$ cat config.mk
export PLATFORM = sky130hd
export DESIGN_NAME = voice_allocator
export DESIGN_NICKNAME = d
export VERILOG_FILES = /design/src/rtl/voice_allocator.sv
export SDC_FILE = /design/constraint.sdc
export NUM_CORES = 1
export LEC_CHECK = 0
export ABC_AREA = 1
export CAP_MARGIN = 20
export CORE_AREA = 2 2 261 263
export CTS_CLUSTER_DIAMETER = 30
export DETAILED_ROUTE_END_ITERATION = 7
export DIE_AREA = 0 0 263 265
export PLACE_DENSITY = 0.79
export SLEW_MARGIN = 5
export SYNTH_ARGS = -nofsm -noshare
export SYNTH_HDL_FRONTEND = slang
export SYNTH_SLANG_ARGS = --single-unit
export TNS_END_PERCENT = 30
$ cat constraint.sdc
create_clock -name clk -period 9.9 [get_ports clk]
set_input_delay 1.98 -clock clk [delete_from_list [all_inputs] [get_ports clk]]
set_output_delay 1.98 -clock clk [all_outputs]
set_load 0.02 [all_outputs]
$ cat src/rtl/voice_allocator.sv
// Polyphonic voice allocator: maps note events onto oscillator voices.
// Voices are reused when free and the oldest one is stolen when all are busy.
module voice_allocator #(
    parameter int unsigned NUM_VOICES = 8,
    parameter int unsigned AGE_WIDTH  = 8
) (
    input  logic                       clk,
    input  logic                       rst,
    input  logic                       ev_valid,
    output logic                       ev_ready,
    input  logic                       ev_note_on,
    input  logic [6:0]                 ev_note,
    input  logic [1:0]                 ev_wave,
    input  logic                       cfg_we,
    input  logic [3:0]                 cfg_addr,
    input  logic [31:0]                cfg_data,
    output logic [32*NUM_VOICES-1:0]   voice_phase_incr,
    output logic [2*NUM_VOICES-1:0]    voice_wave,
    output logic [NUM_VOICES-1:0]      voice_gate,
    output logic [NUM_VOICES-1:0]      voice_retrig,
    output logic                       steal
);
    localparam int unsigned VW      = $clog2(NUM_VOICES);
    localparam int unsigned TBL     = 12;
    localparam logic [AGE_WIDTH-1:0] AGE_MAX = '1;

    typedef enum logic [1:0] {IDLE, DECODE, ALLOC, COMMIT} state_t;

    state_t state, state_next;
    logic   ready_next;

    logic [31:0] base [TBL];

    logic        ev_on_q;
    logic [6:0]  ev_note_q;
    logic [1:0]  ev_wave_q;
    logic [31:0] incr_q;
    logic [VW-1:0] tgt_q;
    logic        hit_q;
    logic        evict_q;

    logic [31:0]          v_incr [NUM_VOICES];
    logic [1:0]           v_wave [NUM_VOICES];
    logic [6:0]           v_note [NUM_VOICES];
    logic [AGE_WIDTH-1:0] v_age  [NUM_VOICES];

    logic [3:0]  octave_c;
    logic [3:0]  semi_c;
    logic [31:0] incr_c;

    logic                 match_found, free_found;
    logic [VW-1:0]        match_idx, free_idx, old_idx;
    logic [AGE_WIDTH-1:0] old_age;
    logic [VW-1:0]        tgt_c;
    logic                 hit_c, evict_c;

    // State register; ev_ready is registered so it is low while in reset
    always_ff @(posedge clk) begin
        if (rst) begin
            state    <= IDLE;
            ev_ready <= 1'b0;
        end else begin
            state    <= state_next;
            ev_ready <= ready_next;
        end
    end

    always_comb begin
        state_next = state;
        ready_next = 1'b0;
        case (state)
            IDLE:    if (ev_valid && ev_ready) state_next = DECODE;
            DECODE:  state_next = ALLOC;
            ALLOC:   state_next = COMMIT;
            COMMIT:  state_next = IDLE;
            default: state_next = IDLE;
        endcase
        ready_next = (state_next == IDLE);
    end

    // Semitone table; indices 12..15 have no storage and are dropped
    always_ff @(posedge clk) begin
        if (rst) begin
            for (int i = 0; i < int'(TBL); i++) base[i] <= '0;
        end else if (cfg_we && cfg_addr < 4'd12) begin
            base[cfg_addr] <= cfg_data;
        end
    end

    // Note number to phase increment: octave 10 is the table value itself
    always_comb begin
        octave_c = 4'(ev_note_q / 7'd12);
        semi_c   = 4'(ev_note_q % 7'd12);
        incr_c   = base[semi_c] >> (4'd10 - octave_c);
    end

    // Target selection: matching note, else lowest free, else oldest
    always_comb begin
        match_found = 1'b0;
        match_idx   = '0;
        free_found  = 1'b0;
        free_idx    = '0;
        old_idx     = '0;
        old_age     = v_age[0];
        for (int i = 0; i < int'(NUM_VOICES); i++) begin
            if (voice_gate[i] && v_note[i] == ev_note_q && !match_found) begin
                match_found = 1'b1;
                match_idx   = VW'(i);
            end
            if (!voice_gate[i] && !free_found) begin
                free_found = 1'b1;
                free_idx   = VW'(i);
            end
            if (v_age[i] > old_age) begin
                old_age = v_age[i];
                old_idx = VW'(i);
            end
        end
        hit_c   = 1'b0;
        evict_c = 1'b0;
        tgt_c   = '0;
        if (ev_on_q) begin
            hit_c = 1'b1;
            if (match_found)     tgt_c = match_idx;
            else if (free_found) tgt_c = free_idx;
            else begin
                tgt_c   = old_idx;
                evict_c = 1'b1;
            end
        end else begin
            hit_c = match_found;
            tgt_c = match_idx;
        end
    end

    // Event pipeline: capture, decode result, allocation result
    always_ff @(posedge clk) begin
        if (rst) begin
            ev_on_q   <= 1'b0;
            ev_note_q <= '0;
            ev_wave_q <= '0;
            incr_q    <= '0;
            tgt_q     <= '0;
            hit_q     <= 1'b0;
            evict_q   <= 1'b0;
        end else begin
            if (state == IDLE && ev_valid && ev_ready) begin
                ev_on_q   <= ev_note_on;
                ev_note_q <= ev_note;
                ev_wave_q <= ev_wave;
            end
            if (state == DECODE) incr_q <= incr_c;
            if (state == ALLOC) begin
                tgt_q   <= tgt_c;
                hit_q   <= hit_c;
                evict_q <= evict_c;
            end
        end
    end

    // Voice bank update; note-off keeps incr/wave/age for the release tail
    always_ff @(posedge clk) begin
        if (rst) begin
            for (int i = 0; i < int'(NUM_VOICES); i++) begin
                v_incr[i] <= '0;
                v_wave[i] <= '0;
                v_note[i] <= '0;
                v_age[i]  <= '0;
            end
            voice_gate   <= '0;
            voice_retrig <= '0;
            steal        <= 1'b0;
        end else begin
            voice_retrig <= '0;
            steal        <= 1'b0;
            if (state == COMMIT && hit_q) begin
                for (int i = 0; i < int'(NUM_VOICES); i++) begin
                    if (VW'(i) == tgt_q) begin
                        if (ev_on_q) begin
                            v_incr[i]       <= incr_q;
                            v_wave[i]       <= ev_wave_q;
                            v_note[i]       <= ev_note_q;
                            v_age[i]        <= '0;
                            voice_gate[i]   <= 1'b1;
                            voice_retrig[i] <= 1'b1;
                        end else begin
                            voice_gate[i] <= 1'b0;
                        end
                    end else if (ev_on_q && voice_gate[i] && v_age[i] != AGE_MAX) begin
                        v_age[i] <= v_age[i] + AGE_WIDTH'(1);
                    end
                end
                steal <= evict_q;
            end
        end
    end

    for (genvar g = 0; g < NUM_VOICES; g++) begin : g_pack
        assign voice_phase_incr[32*g +: 32] = v_incr[g];
        assign voice_wave[2*g +: 2]         = v_wave[g];
    end

endmodule

; ---- Word-level counts from Yosys, hierarchy flattened
; Memories as Yosys holds them, arrays and structs flattened.
; Cells that the tools add are included.
[classes]
n_reduce_logical = 76
n_eq_ne = 26
bitwise_logic = 41
n_lt_le_gt_ge = 8
shift = 1
n_addsub = 9
n_div = 2
n_mux = 173
[ops]
columns = cell, n
row1 = 2-to-1 mux 32 bit, 9
row2 = 2-to-1 mux 8 bit, 22
row3 = 2-to-1 mux 1 bit, 102
row4 = adder 8 x 1 -> 8 bit (second input constant), 8
row5 = inequality test 8 bit (second input constant), 8
row6 = 2-to-1 mux 3 bit, 21
row7 = equality test 7 bit, 8
row8 = greater-than comparator 8 bit, 7
row9 = 2-to-1 mux 7 bit, 8
row10 = logical AND 1 bit, 43
row11 = OR 1 bit, 40
row12 = OR reduction 32 bit, 1
row13 = >> shifter 32 x 4 -> 32 bit, 1
row14 = zero test 1 bit, 20
row15 = 2-to-1 mux 2 bit, 9
row16 = AND reduction 2 bit, 8
row17 = equality test 3 bit (first input constant), 4
row18 = one-hot mux 2 bit (4 select lines), 1
row19 = divider 7 x 4 -> 7 bit (second input constant), 1
row20 = modulo 7 x 4 -> 7 bit (second input constant), 1
row21 = equality test 2 x 3 -> 1 bit (first input constant), 2
row22 = equality test 2 bit (second input constant), 2
row23 = zero test 2 bit, 2
row24 = < comparator 4 bit (second input constant), 1
row25 = other kinds (7), 7
[word_totals]
output_inout_bits = 290
memories = 5
ff_bits = 67
inputBits = 50
ram_bits = 776
[mem_list]
columns = name, depth, width, read_ports, rd_ports_with_merged_regs, write_ports, line_no
row1 = base, 12, 32, 1, 0, 12, 32  ; logic [31:0] base [TBL];
row2 = v_incr, 8, 32, 8, 0, 8, 42  ; logic [31:0] v_incr [NUM_VOICES];
row3 = v_age, 8, 8, 8, 0, 8, 45  ; logic [AGE_WIDTH-1:0] v_age [NUM_VOICES];
row4 = v_note, 8, 7, 8, 0, 8, 44  ; logic [6:0] v_note [NUM_VOICES];
row5 = v_wave, 8, 2, 8, 0, 8, 43  ; logic [1:0] v_wave [NUM_VOICES];

; ---- Depth between registers and ports, before layout
; An unclocked memory read counts as a cell.
[depth]
depth_word = 27
depth_mapped = 80

; ---- Least setup slack after synthesis
; OpenSTA, ideal clock, no wires.
[synth_path]
path_type = flip-flop to flip-flop
start = mem v_age[0][5]
end = reg tgt_q[2]
path_buffers = 6
stages_incl_launch_ff = 68
slack_ns = 1.000
period_less_slack_ns = 8.900
setup_ns = 0.132
arrival_ns = 8.767
cell_sequence = edfxtp_1 > inv_1 > ha_1 > a21oi_1 > nor2_1 > nor2_2 > nand2_4 > nand2_4 > clkbuf_1 > nand2_1 > o21ai_0 > ha_1 > a21oi_1 > nor2_1 > a211oi_1 > nand2_2 > nand2_4 > buf_2 > [... 32 more ...] > nand2_1 > o211ai_1 > o21ai_2 > buf_2 > o21ai_1 > ha_1 > nand2_1 > inv_1 > a221oi_1 > o221ai_1 > o21ai_0 > nand2_1 > inv_1 > nand3_1 > nand2_1 > nand2_1 > nand3_1 > a21oi_1
[synth_lines]
columns = item, line_no
row1 = from (decl), 45
row2 = to (signal assigned), 154  ; tgt_q <= tgt_c;
row3 = to (decl), 38  ; logic [VW-1:0] tgt_q;

==> results_dict.tcl <==
set metrics [dict create \
    grt_pass1_wl_um 171000 \
    critPathBufInv 4 \
    place_worst_setup_slack_ns 0.384 \
    row_count 95 \
    hold_depth 2 \
    layout_worst_path_cycle_share 0.907 \
    worst_path_max_delay_cell "edfxtp_1" \
    yosysUniqueCellTypes 58 \
    dr.pass1.iters 7 \
    synth_top_family_by_area "simple AND/OR/NAND/NOR gates" \
    gp_congestion 0.888 \
    worstSetupEndpointType "flip-flop" \
    clock_latency_ns 0.73 \
    cts_buffer_depth 3 \
    async_reset_ff_frac 0 \
    synthesis.nets 3792 \
    io_buffers 339 \
    synth-simple-area-share 0.171 \
    first_global_vias 29300 \
    stdcell_count 4987 \
    top_layer "met4" \
    final_max_slew_viol_count 0 \
    drt_drc_violations_left 0 \
    relSlewSlack 0.242 \
    grt_max_degree 101 \
    grt-ovfl-total 0 \
    fin_crit_ns 8.98 \
    drive_gt1_frac 0.0899 \
    syn_area_um2 37900 \
    wl_met1_um 39300 \
    setup_ws_ns 0.922 \
    worstSetupPathType "flip-flop to flip-flop" \
    met3_length_um 13800 \
    min_to "steal$_SDFF_PP0_" \
    seq_area_frac_synth 0.650 \
    ctsHoldBuffers 0 \
    synth.area.mux_share 0.00238 \
    route.antenna.remaining_nets 0 \
    arrival_ns 9.56 \
    p_leak_nw 17.8 \
    worstPathMaxFanout 19 \
    die_w_um 263 \
    maxCapViolations 0 \
    synthCells 3677 \
    yosys-top-cells-count "nor2_1, edfxtp_1, nand2_1, o21ai_0, inv_1" \
    max_stage_delay_ns 0.42 \
    wl_per_cell_um 22.9 \
    dieArea_um2 69700 \
    finalClockSkew_ns 0.0315 \
    vias 30200 \
    yosysTopAreaCellShare 0.614 \
    rr_endpoint "tgt_q[2]$_SDFFE_PP0P_" \
    synth_compound_area_frac 0.0968 \
    hold_path.class "flip-flop to flip-flop" \
    start_util 0.568 \
    ys_warn_count 0 \
    finalPower_mw 12.5 \
    crit_required_ns 10.48 \
    hold_viol_final 0 \
    setup_violations 0 \
    clkSinkCount 843 \
    dp.final_hpwl_um 67900 \
    vdd_ir_drop_max_mv 0.219 \
    cp_common_cell "nand2_1" \
    dp.cells 4712 \
    grtUsageTotal 0.324 \
    crit_path_start_kind "flip-flop" \
    cts_tree "done" \
    rrSetupSlack_ns 0.92 \
    max_freq_mhz 111 \
    antenna_found_initial 0 \
    critical_path.top_delay_family "compound AO/OA/AOI/OAI gates" \
    synth-main-ff-cell "edfxtp_1" \
    cts_buffers 143 \
    routed-wl-met2_um 55900 \
    yosys-top-cells-area "edfxtp_1, nor2_1, nand2_1" \
    drt_iter0_drc 4232 \
    status "finished clean" \
    worst_slew_pin_slew_ns 1.14 \
    totalWireLength_um 114000 \
    io-pin-count 340 \
    clkTransAtPathRegs_ns 0.06 \
    antenna_cells 0 \
    yosys.cell_count.top_type "nor2_1" \
    htreeDepth 4 \
    synthAdderAreaFrac 0.0214 \
    fin_setup_tns_ns 0 \
    synth-xor-area-share 0.00993 \
    r2r_start "v_age[0][5]$_SDFFCE_PN0P_" \
    area_delta_synth_final_pct 24.1 \
    cts.root.buffer_cell "clkbuf_16" \
    drt-vias-per-instance 6.06 \
    r2r_cells 60 \
    avgSynthCellArea_um2 10.3 \
    worstHoldStart "evict_q$_SDFFE_PP0P_" \
    yosys.area.top_type "edfxtp_1" \
    ys_ff_latch 843 \
    nNetsFinal 4109 \
    coreArea_um2 66800 \
    power_per_cell_area_nw_per_um2 266 \
    synth-edff-count 776 \
    die_h_um 265 \
]
[per-stage QoR]
stage,cell area [um2],hold slack (ns),utilization
2_1_floorplan,37900,0.405,-
3_3_place_gp,41900,0.441,0.628
3_5_place_dp,41900,0.441,0.628
4_1_cts,47000,0.456,0.703
5_1_grt,47100,0.476,0.705
6_report,47100,0.468,0.705
[kinds of logic after synthesis]
group,Yosys count
DFF,843
xor gates and xnor gates,43
adders and majority gates,65
AOI/OAI and AO/OA,639
muxes,9
buffers and inverters,477
and+or+nand+nor,1601
[worst max path at each step]
| stage | start | endpoint | slack (ns) | cells after the start |
|---|---|---|---|---|
| after floorplan | v_age[0][5]$_SDFFCE_PN0P_ | tgt_q[2]$_SDFFE_PP0P_ | 1.00 | 67 |
| after global placement | v_age[0][15]$_SDFFCE_PN0P_ | tgt_q[2]$_SDFFE_PP0P_ | 0.65 | 58 |
| after detailed placement | v_age[0][15]$_SDFFCE_PN0P_ | tgt_q[2]$_SDFFE_PP0P_ | 0.38 | 58 |
| after CTS | v_age[0][15]$_SDFFCE_PN0P_ | tgt_q[2]$_SDFFE_PP0P_ | 0.35 | 58 |
| after global routing | v_age[0][5]$_SDFFCE_PN0P_ | tgt_q[1]$_SDFFE_PP0P_ | -0.006 | 63 |
| final | v_age[0][5]$_SDFFCE_PN0P_ | tgt_q[2]$_SDFFE_PP0P_ | 0.92 | 60 |
[worst register-to-register path: cells and delay by family (launching register included)]
| kind | cells | cell delay, ns |
|---|---|---|
| AOI/OAI and AO/OA | 21 | 3.42 |
| adders and majority gates | 7 | 2.03 |
| buffers and inverters | 4 | 0.29 |
| DFF | 1 | 0.42 |
| and+or+nand+nor | 28 | 2.67 |
[registers in the layout, summed over array words and instances, names as in the netlist]
signal,flops
base,384
ev_note_q,7
ev_on_q,1
ev_ready,1
ev_wave_q,2
evict_q,1
hit_q,1
incr_q,32
state,2
steal,1
tgt_q,3
v_age,64
v_incr,256
v_note,56
v_wave,16
voice_gate,8
voice_retrig,8
[what timing repair did]
action,CTS,global route
resized for setup,0,10
setup buffers,0,6
setup endpoints to repair,0,3
[per-layer routing]
metal | vias up | track usage
met5 | - | 0
met4 | 0 | 0.163
met3 | 394 | 0.0772
met2 | 2224 | 0.540
met1 | 14300 | 0.395
li1 | 13300 | -
[power by group]
part           switching [mW]  leakage [nW]  internal [mW]  total [mW]
clock                    1.80          2.40           3.29        5.09
sequential              0.133          8.25           4.14        4.27
combinational            2.26          7.16          0.921        3.18
total                    4.19          17.8           8.35        12.5
[placed cells by master (no fill, tap or decap), types with 8 or more instances in the layout]
| master | synthesis | routed |
|---|---|---|
| inv_1 | 222 | 220 |
| o211ai_1 | 11 | 11 |
| inv_6 | 0 | 11 |
| o221ai_1 | 8 | 8 |
| o21ai_2 | 12 | 12 |
| xnor2_1 | 16 | 15 |
| clkinv_2 | 0 | 18 |
| clkdlybuf4s50_1 | 0 | 338 |
| nand2_1 | 421 | 413 |
| nor2_1 | 956 | 956 |
| edfxtp_1 | 776 | 776 |
| o21a_1 | 9 | 9 |
| a21oi_1 | 97 | 97 |
| nor3_1 | 45 | 45 |
| ha_1 | 65 | 65 |
| o22ai_1 | 93 | 93 |
| nand3_1 | 97 | 97 |
| xor2_1 | 27 | 27 |
| a211oi_1 | 12 | 10 |
| inv_2 | 14 | 16 |
| o21ai_1 | 94 | 98 |
| buf_4 | 3 | 60 |
| clkbuf_1 | 192 | 19 |
| a32o_1 | 17 | 17 |
| clkbuf_16 | 0 | 146 |
| a31oi_1 | 17 | 17 |
| dfxtp_1 | 67 | 65 |
| nor3b_1 | 17 | 17 |
| nand4_1 | 20 | 20 |
| nand2_2 | 18 | 28 |
| mux2i_1 | 9 | 9 |
| clkinv_1 | 10 | 29 |
| o21ai_0 | 241 | 237 |
| bufinv_16 | 0 | 21 |
| clkinvlp_4 | 0 | 12 |
[final cells by class]
type                       instances  area, um2
clock buffer                     166       3740
tap                              873       1090
timing repair buffer             400       3870
clock inverter                    99       1270
sequential                       843      24600
inverter                         246        930
fill                            4529      19700
multi-input combinational       2360      11500
Power figures use the tool's default switching activity.
